### src/rtl/alu_disp_pkg.sv
// Shared types and constants for the ALU result display driver.
// State encoding, segment codes and the decimal overflow threshold.
package alu_disp_pkg;

  typedef enum logic [1:0] {
    IDLE    = 2'd0,
    CONVERT = 2'd1,
    LOAD    = 2'd2
  } state_e;

  localparam logic [6:0] SEG_BLANK = 7'h7F;
  localparam logic [6:0] SEG_DASH  = 7'h3F;

  // Active-low g..a codes, entry 9 first
  localparam logic [9:0][6:0] SEG_TAB = {
    7'h10, 7'h00, 7'h78, 7'h02, 7'h12,
    7'h19, 7'h30, 7'h24, 7'h79, 7'h40
  };

  function automatic longint unsigned pow10(input int n);
    longint unsigned r;
    r = 64'd1;
    for (int i = 0; i < n; i++) r = r * 64'd10;
    return r;
  endfunction

endpackage

### src/rtl/alu_result_display_bcd_to_seg.sv
// BCD nibble to active-low seven-segment decoder.
// Ports: nibble in, blank in, seg out (g..a, bit0=a).
module bcd_to_seg
  import alu_disp_pkg::*;
(
  input  logic [3:0] nibble,
  input  logic       blank,
  output logic [6:0] seg
);

  always_comb begin
    seg = SEG_BLANK;
    if (!blank && nibble <= 4'd9) seg = SEG_TAB[nibble];
  end

endmodule

### src/rtl/alu_result_display.sv
// Double-dabble binary to decimal converter driving DIGITS hex displays.
// Ports: clk, rst_n, in_data/in_valid/in_ready, hex_n, ovf, done.
module alu_result_display
  import alu_disp_pkg::*;
#(
  parameter int IN_W   = 20,
  parameter int DIGITS = 6
) (
  input  logic                  clk,
  input  logic                  rst_n,
  input  logic [IN_W-1:0]       in_data,
  input  logic                  in_valid,
  output logic                  in_ready,
  output logic [DIGITS*7-1:0]   hex_n,
  output logic                  ovf,
  output logic                  done
);

  localparam int CNT_W = $clog2(IN_W + 1);
  localparam int BCD_W = 4 * DIGITS;
  localparam logic [CNT_W-1:0] LAST = CNT_W'(IN_W - 1);
  localparam longint unsigned LIMIT = pow10(DIGITS);

  state_e              state_q, state_d;
  logic [IN_W-1:0]     bin_q, bin_d;
  logic [BCD_W-1:0]    bcd_q, bcd_d;
  logic [CNT_W-1:0]    cnt_q, cnt_d;
  logic                ovf_pend_q, ovf_pend_d;
  logic [DIGITS*7-1:0] hex_q, hex_d;
  logic                ovf_q, ovf_d;
  logic                done_q, done_d;

  logic [BCD_W-1:0]      bcd_adj;
  logic [BCD_W+IN_W-1:0] shifted;
  logic [DIGITS-1:0]     blank;
  logic [DIGITS*7-1:0]   seg_w;
  logic                  seen;

  always_comb begin
    bcd_adj = bcd_q;
    for (int k = 0; k < DIGITS; k++) begin
      if (bcd_q[4*k +: 4] >= 4'd5)
        bcd_adj[4*k +: 4] = bcd_q[4*k +: 4] + 4'd3;
    end
  end

  // Carries out of the top nibble fall off here
  assign shifted = {bcd_adj, bin_q} << 1;

  // A digit blanks when it and every digit above it are zero
  always_comb begin
    seen  = 1'b0;
    blank = '0;
    for (int k = DIGITS - 1; k >= 1; k--) begin
      if (bcd_q[4*k +: 4] != 4'd0) seen = 1'b1;
      blank[k] = ~seen;
    end
  end

  for (genvar k = 0; k < DIGITS; k++) begin : g_seg
    bcd_to_seg u_seg (
      .nibble (bcd_q[4*k +: 4]),
      .blank  (blank[k]),
      .seg    (seg_w[7*k +: 7])
    );
  end

  always_comb begin
    state_d    = state_q;
    bin_d      = bin_q;
    bcd_d      = bcd_q;
    cnt_d      = cnt_q;
    ovf_pend_d = ovf_pend_q;
    hex_d      = hex_q;
    ovf_d      = ovf_q;
    done_d     = 1'b0;
    unique case (state_q)
      IDLE: begin
        if (in_valid) begin
          bin_d      = in_data;
          bcd_d      = '0;
          cnt_d      = '0;
          ovf_pend_d = (64'(in_data) >= LIMIT);
          state_d    = CONVERT;
        end
      end
      CONVERT: begin
        bcd_d = shifted[BCD_W+IN_W-1:IN_W];
        bin_d = shifted[IN_W-1:0];
        cnt_d = cnt_q + 1'b1;
        if (cnt_q == LAST) state_d = LOAD;
      end
      LOAD: begin
        hex_d   = ovf_pend_q ? {DIGITS{SEG_DASH}} : seg_w;
        ovf_d   = ovf_pend_q;
        done_d  = 1'b1;
        state_d = IDLE;
      end
      default: state_d = IDLE;
    endcase
  end

  always_ff @(posedge clk or negedge rst_n) begin
    if (!rst_n) begin
      state_q    <= IDLE;
      bin_q      <= '0;
      bcd_q      <= '0;
      cnt_q      <= '0;
      ovf_pend_q <= 1'b0;
      hex_q      <= {DIGITS{SEG_BLANK}};
      ovf_q      <= 1'b0;
      done_q     <= 1'b0;
    end else begin
      state_q    <= state_d;
      bin_q      <= bin_d;
      bcd_q      <= bcd_d;
      cnt_q      <= cnt_d;
      ovf_pend_q <= ovf_pend_d;
      hex_q      <= hex_d;
      ovf_q      <= ovf_d;
      done_q     <= done_d;
    end
  end

  assign in_ready = (state_q == IDLE);
  assign hex_n    = hex_q;
  assign ovf      = ovf_q;
  assign done     = done_q;

endmodule
### config.mk
export PLATFORM = sky130hd
export DESIGN_NAME = alu_result_display
export DESIGN_NICKNAME = d
export VERILOG_FILES = /design/src/rtl/alu_disp_pkg.sv /design/src/rtl/alu_result_display_bcd_to_seg.sv /design/src/rtl/alu_result_display.sv
export SDC_FILE = /design/constraint.sdc
export NUM_CORES = 1
export LEC_CHECK = 0
export CAP_MARGIN = 20
export CORE_MARGIN = 3
export CORE_UTILIZATION = 45
export DETAILED_ROUTE_END_ITERATION = 16
export HOLD_SLACK_MARGIN = 0.03
export PLACE_DENSITY_LB_ADDON = 0.3
export SLEW_MARGIN = 20
export SYNTH_ARGS = -nofsm -noshare
export SYNTH_HDL_FRONTEND = slang
export SYNTH_HIERARCHICAL = 1
export SYNTH_SLANG_ARGS = --single-unit
### constraint.sdc
create_clock -name clk -period 4.7 [get_ports clk]
set_input_delay 0.705 -clock clk [delete_from_list [all_inputs] [get_ports clk]]
set_output_delay 0.705 -clock clk [all_outputs]
set_load 0.03 [all_outputs]
==> flow_summary.ini, run 1 <==
[cts]
hold_buffers = 0
root_buffer = clkbuf_16
clock_path_buffers = 2
clk_pin_slew_worst_paths_ns = 0.07
cts_setup_buffers = 0
clock_sinks = 96
cts_buffers = 9
clock_latency_ns = 0.35
cts_tree = built
cts-htree-levels = 3
ctsResizeCount = 0

[place]
pre_cts_ws_ns = 2.02
gp_congestion = 0.788
dp_hpwl_mm = 8.08
io_buffers = 67

[yosys]
yosysWarnings = 6
synth-async-reset-ratio_pct = 100
synth_area_um2 = 5790
postSynthCellCount = 646
synthDistinctLibCells = 45
synth_nets = 716
yosys_most_used_dff = dfrtp_1
synth_seq_cells = 96
synth_edf_count = 0
seq_area_frac_synth_pct = 42.4
synth.avg_cell_area_um2 = 8.96

[timing]
drv_slew = 0
hold_slack_ns = 0.438
relSlewSlack_pct = 33.3
hold_violations = 0
clock.fmax_mhz = 403
tightestPinTransition_ns = 1.00
setup_slack_ns = 2.22
period_minus_slack_ns = 2.48
setup_viol = 0
period_share_pct = 52.9
rsz0062_at_grt = no
finalClockSkew_ns = 0.00797
fin_setup_tns_ns = 0

[layout]
drive_gt1_share_pct = 13.6
final_util_pct = 55.4
fillers = 1161
fin_nets = 764
diodes = 0
area_growth_pct = 17.7

[grt]
grt_pass1_wl_mm = 20.2
grt_pass1_vias = 4362
antenna_found_initial = 0
grt_max_degree = 87
grt_use_met2_pct = 28.9
use_met1_pct = 21.8
grt_busiest_layer = met2
grt-ovfl-total = 0
use_met3_pct = 2.94
track_usage_pct = 17.0

[critical_path]
critical_path.top_delay_family = simple AND/OR/NAND/NOR gates
cp_cell_sequence = inv_1 > ha_1 > nor3b_4 > nand4_2 > nor4b_2 > and3_1 > a21oi_4 > o21ai_0 > nor2_1 > o21ai_1
worstPathRequired_ns = 4.97
cp-start-kind = flop
worstPathMaxFanout = 7
worst-path-buf-inv = 1
crit_type = flop to flop
critPathCaptureType = flop
crit_arrival_ns = 2.76
max_stage_delay_ns = 0.46
crit_slowest_cell = dfrtp_1

[die]
initial_core_util_pct = 47.0
die_h_um = 119
ios = 68
coreArea_um2 = 12300
placementRows = 40
die_x_um = 119
die_area_um2 = 14300

[job]
drv_cap = 0

[drt]
wl_mm = 11.6
drt.antenna.violating_nets = 0
via_count = 4532
vias_per_cell = 5.23
first_pass_iters = 5
wl_per_cell_um = 13.4
first_iter_violations = 185
remaining_drc_errors = 0

[power_and_ir_drop]
p_leak_nw = 3.01
peakVddDrop_uv = 343
powerDensity_nw_per_um2 = 730
power.total_mw = 4.98

[min_path]
hold_class = input port to async pin

[outcome]
status = finished, final reports clean
## layout by cell type (no fill, tap or decap), types with 3 or more instances in the layout
master / n
nand4_1: 3
buf_4: 6
a21oi_4: 6
nand3_1: 27
inv_1: 32
xor2_1: 5
nand2b_1: 18
o21ai_1: 58
clkbuf_16: 9
xnor2_1: 6
ha_1: 47
mux2_2: 3
o211ai_1: 6
o31ai_1: 13
nand2_1: 105
a22oi_1: 16
o21bai_4: 6
dfstp_2: 42
o21ai_0: 35
or3_1: 3
a21oi_1: 31
a32o_1: 6
dfrtp_1: 54
nor2_1: 62
and2b_2: 6
clkinv_4: 3
clkdlybuf4s50_1: 66
## stage by stage
| step | area (µm²) | cells |
|---|---|---|
| global route | 6820 | 867 |
| finish | 6820 | 867 |
| detailed placement | 6510 | 851 |
| global placement | 6510 | 851 |
| CTS | 6820 | 867 |
| floorplan | 5790 | 646 |
## kinds of logic after synthesis
logic type	after synthesis	share of synthesized area [%]
flip-flops	96	42.4
multiplexers	3	0.584
adder cells (fa/ha/maj)	47	10.2
other	1	0.0648
XOR/XNOR	11	1.66
buffers and inverters	67	5.56
AND/OR/NAND/NOR	241	19.2
AO/OA/AOI/OAI	180	20.3
## synthesized netlist by cell type, drive strengths merged, types with 10 or more instances
cell type / n / area, µm²
inv: 32 / 120
o21ai: 93 / 465
dfrtp: 54 / 1350
nand2: 106 / 405
ha: 47 / 588
dfstp: 42 / 1100
nor2: 63 / 239
clkbuf: 10 / 37.5
nand3: 27 / 135
a21oi: 37 / 253
a22oi: 16 / 120
nand2b: 20 / 125
o31ai: 13 / 97.6
buf: 25 / 164
## final timing paths
check,startpoint,end,slack (ns),cells past startpoint
max in group asynchronous,rst_n,bcd_q[9],3.34,2
worst max-delay path,bcd_q[20],hex_n[8],2.22,10
worst max register to register,bcd_q[20],hex_n[8],2.22,10
worst min-delay path,rst_n,done,0.44,1
min in group clk,hex_n[30],hex_n[30],0.46,2
worst min register to register,hex_n[30],hex_n[30],0.46,2
## layout make-up
cell class | count | area [µm²] | area share, %
Sequential cell | 96 | 2450 | 36.0
Clock buffer | 9 | 225 | 3.30
Inverter | 32 | 120 | 1.76
Clock inverter | 7 | 80.1 | 1.17
Tap cell | 168 | 210 | 3.08
Timing Repair Buffer | 72 | 706 | 10.4
Multi-Input combinational cell | 483 | 3020 | 44.3
## per-layer routing
metal / part of all wire, % / routed length [µm]
met1: 47 / 5400
met2: 48 / 5590
met3: 3.8 / 437
met4: 1.5 / 177
met5: 0 / 0
## flip-flops by register name (all words and copies together) (netlist names)
register,flops
ovf,1
hex_n,42
state_q,2
done,1
bcd_q,24
bin_q,20
cnt_q,5
ovf_pend_q,1
## power breakdown
part	leakage [nW]	internal [mW]	switching, mW
Combinational	1.74	1.08	1.42
Sequential	1.13	1.31	0.423
Clock	0.142	0.417	0.328
Note: power is estimated with default switching activity, not from simulation.
==> inputs of run 2 (changes only) <==
==> constraint.sdc (replaced) <==
create_clock -name clk -period 2.1 [get_ports clk]
set_input_delay 0.315 -clock clk [delete_from_list [all_inputs] [get_ports clk]]
set_output_delay 0.315 -clock clk [all_outputs]
set_load 0.03 [all_outputs]
==> run 2 against run 1 <==
Compared with the run above:
- sequential cell count did not move
- core utilization is 1.4 points higher
- clock skew grew 0.0021 ns
- combinational power up 140%
- cell area grew 2.6%
- global-route usage is 0.53 points higher
- total power increased by 130%
==> flow_summary.ini, run 2 (synthesis results as in run 1) <==
[grt]
grt-ovfl-total = 0
use_met1_pct = 22.6
use_met3_pct = 2.75
grt_pass1_wl_mm = 20.8
track_usage_pct = 17.5
grt_busiest_layer = met2
grt_use_met2_pct = 29.4
grt_pass1_vias = 4482
antenna_found_initial = 0
grt_max_degree = 87

[timing]
tightestPinTransition_ns = 0.733
finalClockSkew_ns = 0.0101
setup_slack_ns = 0.139
relSlewSlack_pct = 51.1
period_share_pct = 93.4
period_minus_slack_ns = 1.96
hold_violations = 0
hold_slack_ns = 0.436
setup_viol = 0
drv_slew = 0
fin_setup_tns_ns = 0
clock.fmax_mhz = 510

[critical_path]
worstReg2RegEnd = hex_n[11]
reg2reg_depth = 10
critPathLaunch = bcd_q[21]
r2r_start = bcd_q[21]
worstSetupEndpoint = hex_n[11]
critPathCaptureType = flop
worst-path-buf-inv = 1
critical_path.top_delay_family = simple AND/OR/NAND/NOR gates
r2r_slack_ns = 0.14
crit_arrival_ns = 2.24
worstPathMaxFanout = 7
cp-start-kind = flop
max_stage_delay_ns = 0.39
crit_type = flop to flop
cp.depth = 10
cp_cell_sequence = inv_2 > ha_2 > nor3b_4 > nand4_4 > nor4b_4 > and3_4 > a21oi_4 > o211ai_1 > nor2_1 > o21ai_1
worstPathRequired_ns = 2.38
crit_slowest_cell = dfrtp_1

[job]
drv_cap = 0

[place]
gp_congestion = 0.787
io_buffers = 67
dp_hpwl_mm = 8.27
pre_cts_ws_ns = 0.0484

[layout]
largest_register_ff_count = 42
layout_commonest_cell = nand2_1
final_cell_mix = nand2_1, clkdlybuf4s50_1, nor2_1, o21ai_1, dfrtp_1
final_util_pct = 56.8
diodes = 0
area_growth_pct = 20.8
fin_nets = 784
drive_gt1_share_pct = 16.6

[power_and_ir_drop]
peakVddDrop_uv = 572
power.total_mw = 11.2
powerDensity_nw_per_um2 = 1610
p_leak_nw = 3.11

[die]
die_x_um = 119
die_area_um2 = 14300
die_h_um = 119
ios = 68
initial_core_util_pct = 47.0
coreArea_um2 = 12300
placementRows = 40

[cts]
clock_sinks = 96
cts_tree = built
cts_buffers = 9
clock_latency_ns = 0.36
clock_path_buffers = 2
cts-htree-levels = 3
clk_pin_slew_worst_paths_ns = 0.07
root_buffer = clkbuf_16
cts_setup_buffers = 0

[drt]
vias_per_cell = 5.20
first_iter_violations = 304
drt.antenna.violating_nets = 0
wl_mm = 11.8
via_count = 4609
wl_per_cell_um = 13.3
first_pass_iters = 4
remaining_drc_errors = 0

[min_path]
hold_class = input port to async pin

[outcome]
status = finished, final reports clean
## run 2: final cells by class
cell class | instances | area, µm²
clock buffers | 10 | 229
clock inverters | 6 | 36.3
fillers | 1105 | 5320
inverters | 32 | 120
multi-input cells | 483 | 3060
flip-flops and latches | 96 | 2450
well taps | 168 | 210
repair buffers | 92 | 883
## run 2: per-stage QoR
| step | cell area, µm² | cells |
|---|---|---|
| 6_report | 6990 | 887 |
| 5_1_grt | 6990 | 887 |
| 4_1_cts | 6960 | 887 |
| 3_5_place_dp | 6690 | 870 |
| 3_3_place_gp | 6690 | 870 |
| 2_1_floorplan | 5800 | 646 |
## run 2: what timing repair did
| item | in CTS | in global routing |
|---|---|---|
| resized for setup | 0 | 9 |
| endpoints found under the hold margin | 20 | 0 |
| setup endpoints to repair | 0 | 13 |
| hold buffers | 1 | 0 |
## run 2: report_power, final
part / internal (mW) / switching [mW] / leakage (nW) / total, mW
sequential: 2.93 / 0.693 / 1.13 / 3.62
combinational: 2.62 / 3.48 / 1.85 / 6.10
clock: 0.797 / 0.711 / 0.132 / 1.51
## run 2: how the worst min path moves through the flow
stage	start	end	slack, ns	depth (start not counted)
finish	rst_n	bcd_q[21]	0.44	2
global route	rst_n	bcd_q[7]	0.47	2
CTS	rst_n	bcd_q[7]	0.43	2
detailed placement	rst_n	bcd_q[21]	0.24	1
global placement	rst_n	bcd_q[21]	0.23	1
floorplan	rst_n	bcd_q[0]	0.02	0
## run 2: layer usage
metal / wire length (µm) / vias to the layer above / part of all wire [%]
met2: 5550 / 76 / 47
met4: 234 / 0 / 2.0
met5: 0 / - / 0
li1: - / 2341 / -
met3: 365 / 12 / 3.1
met1: 5640 / 2180 / 48
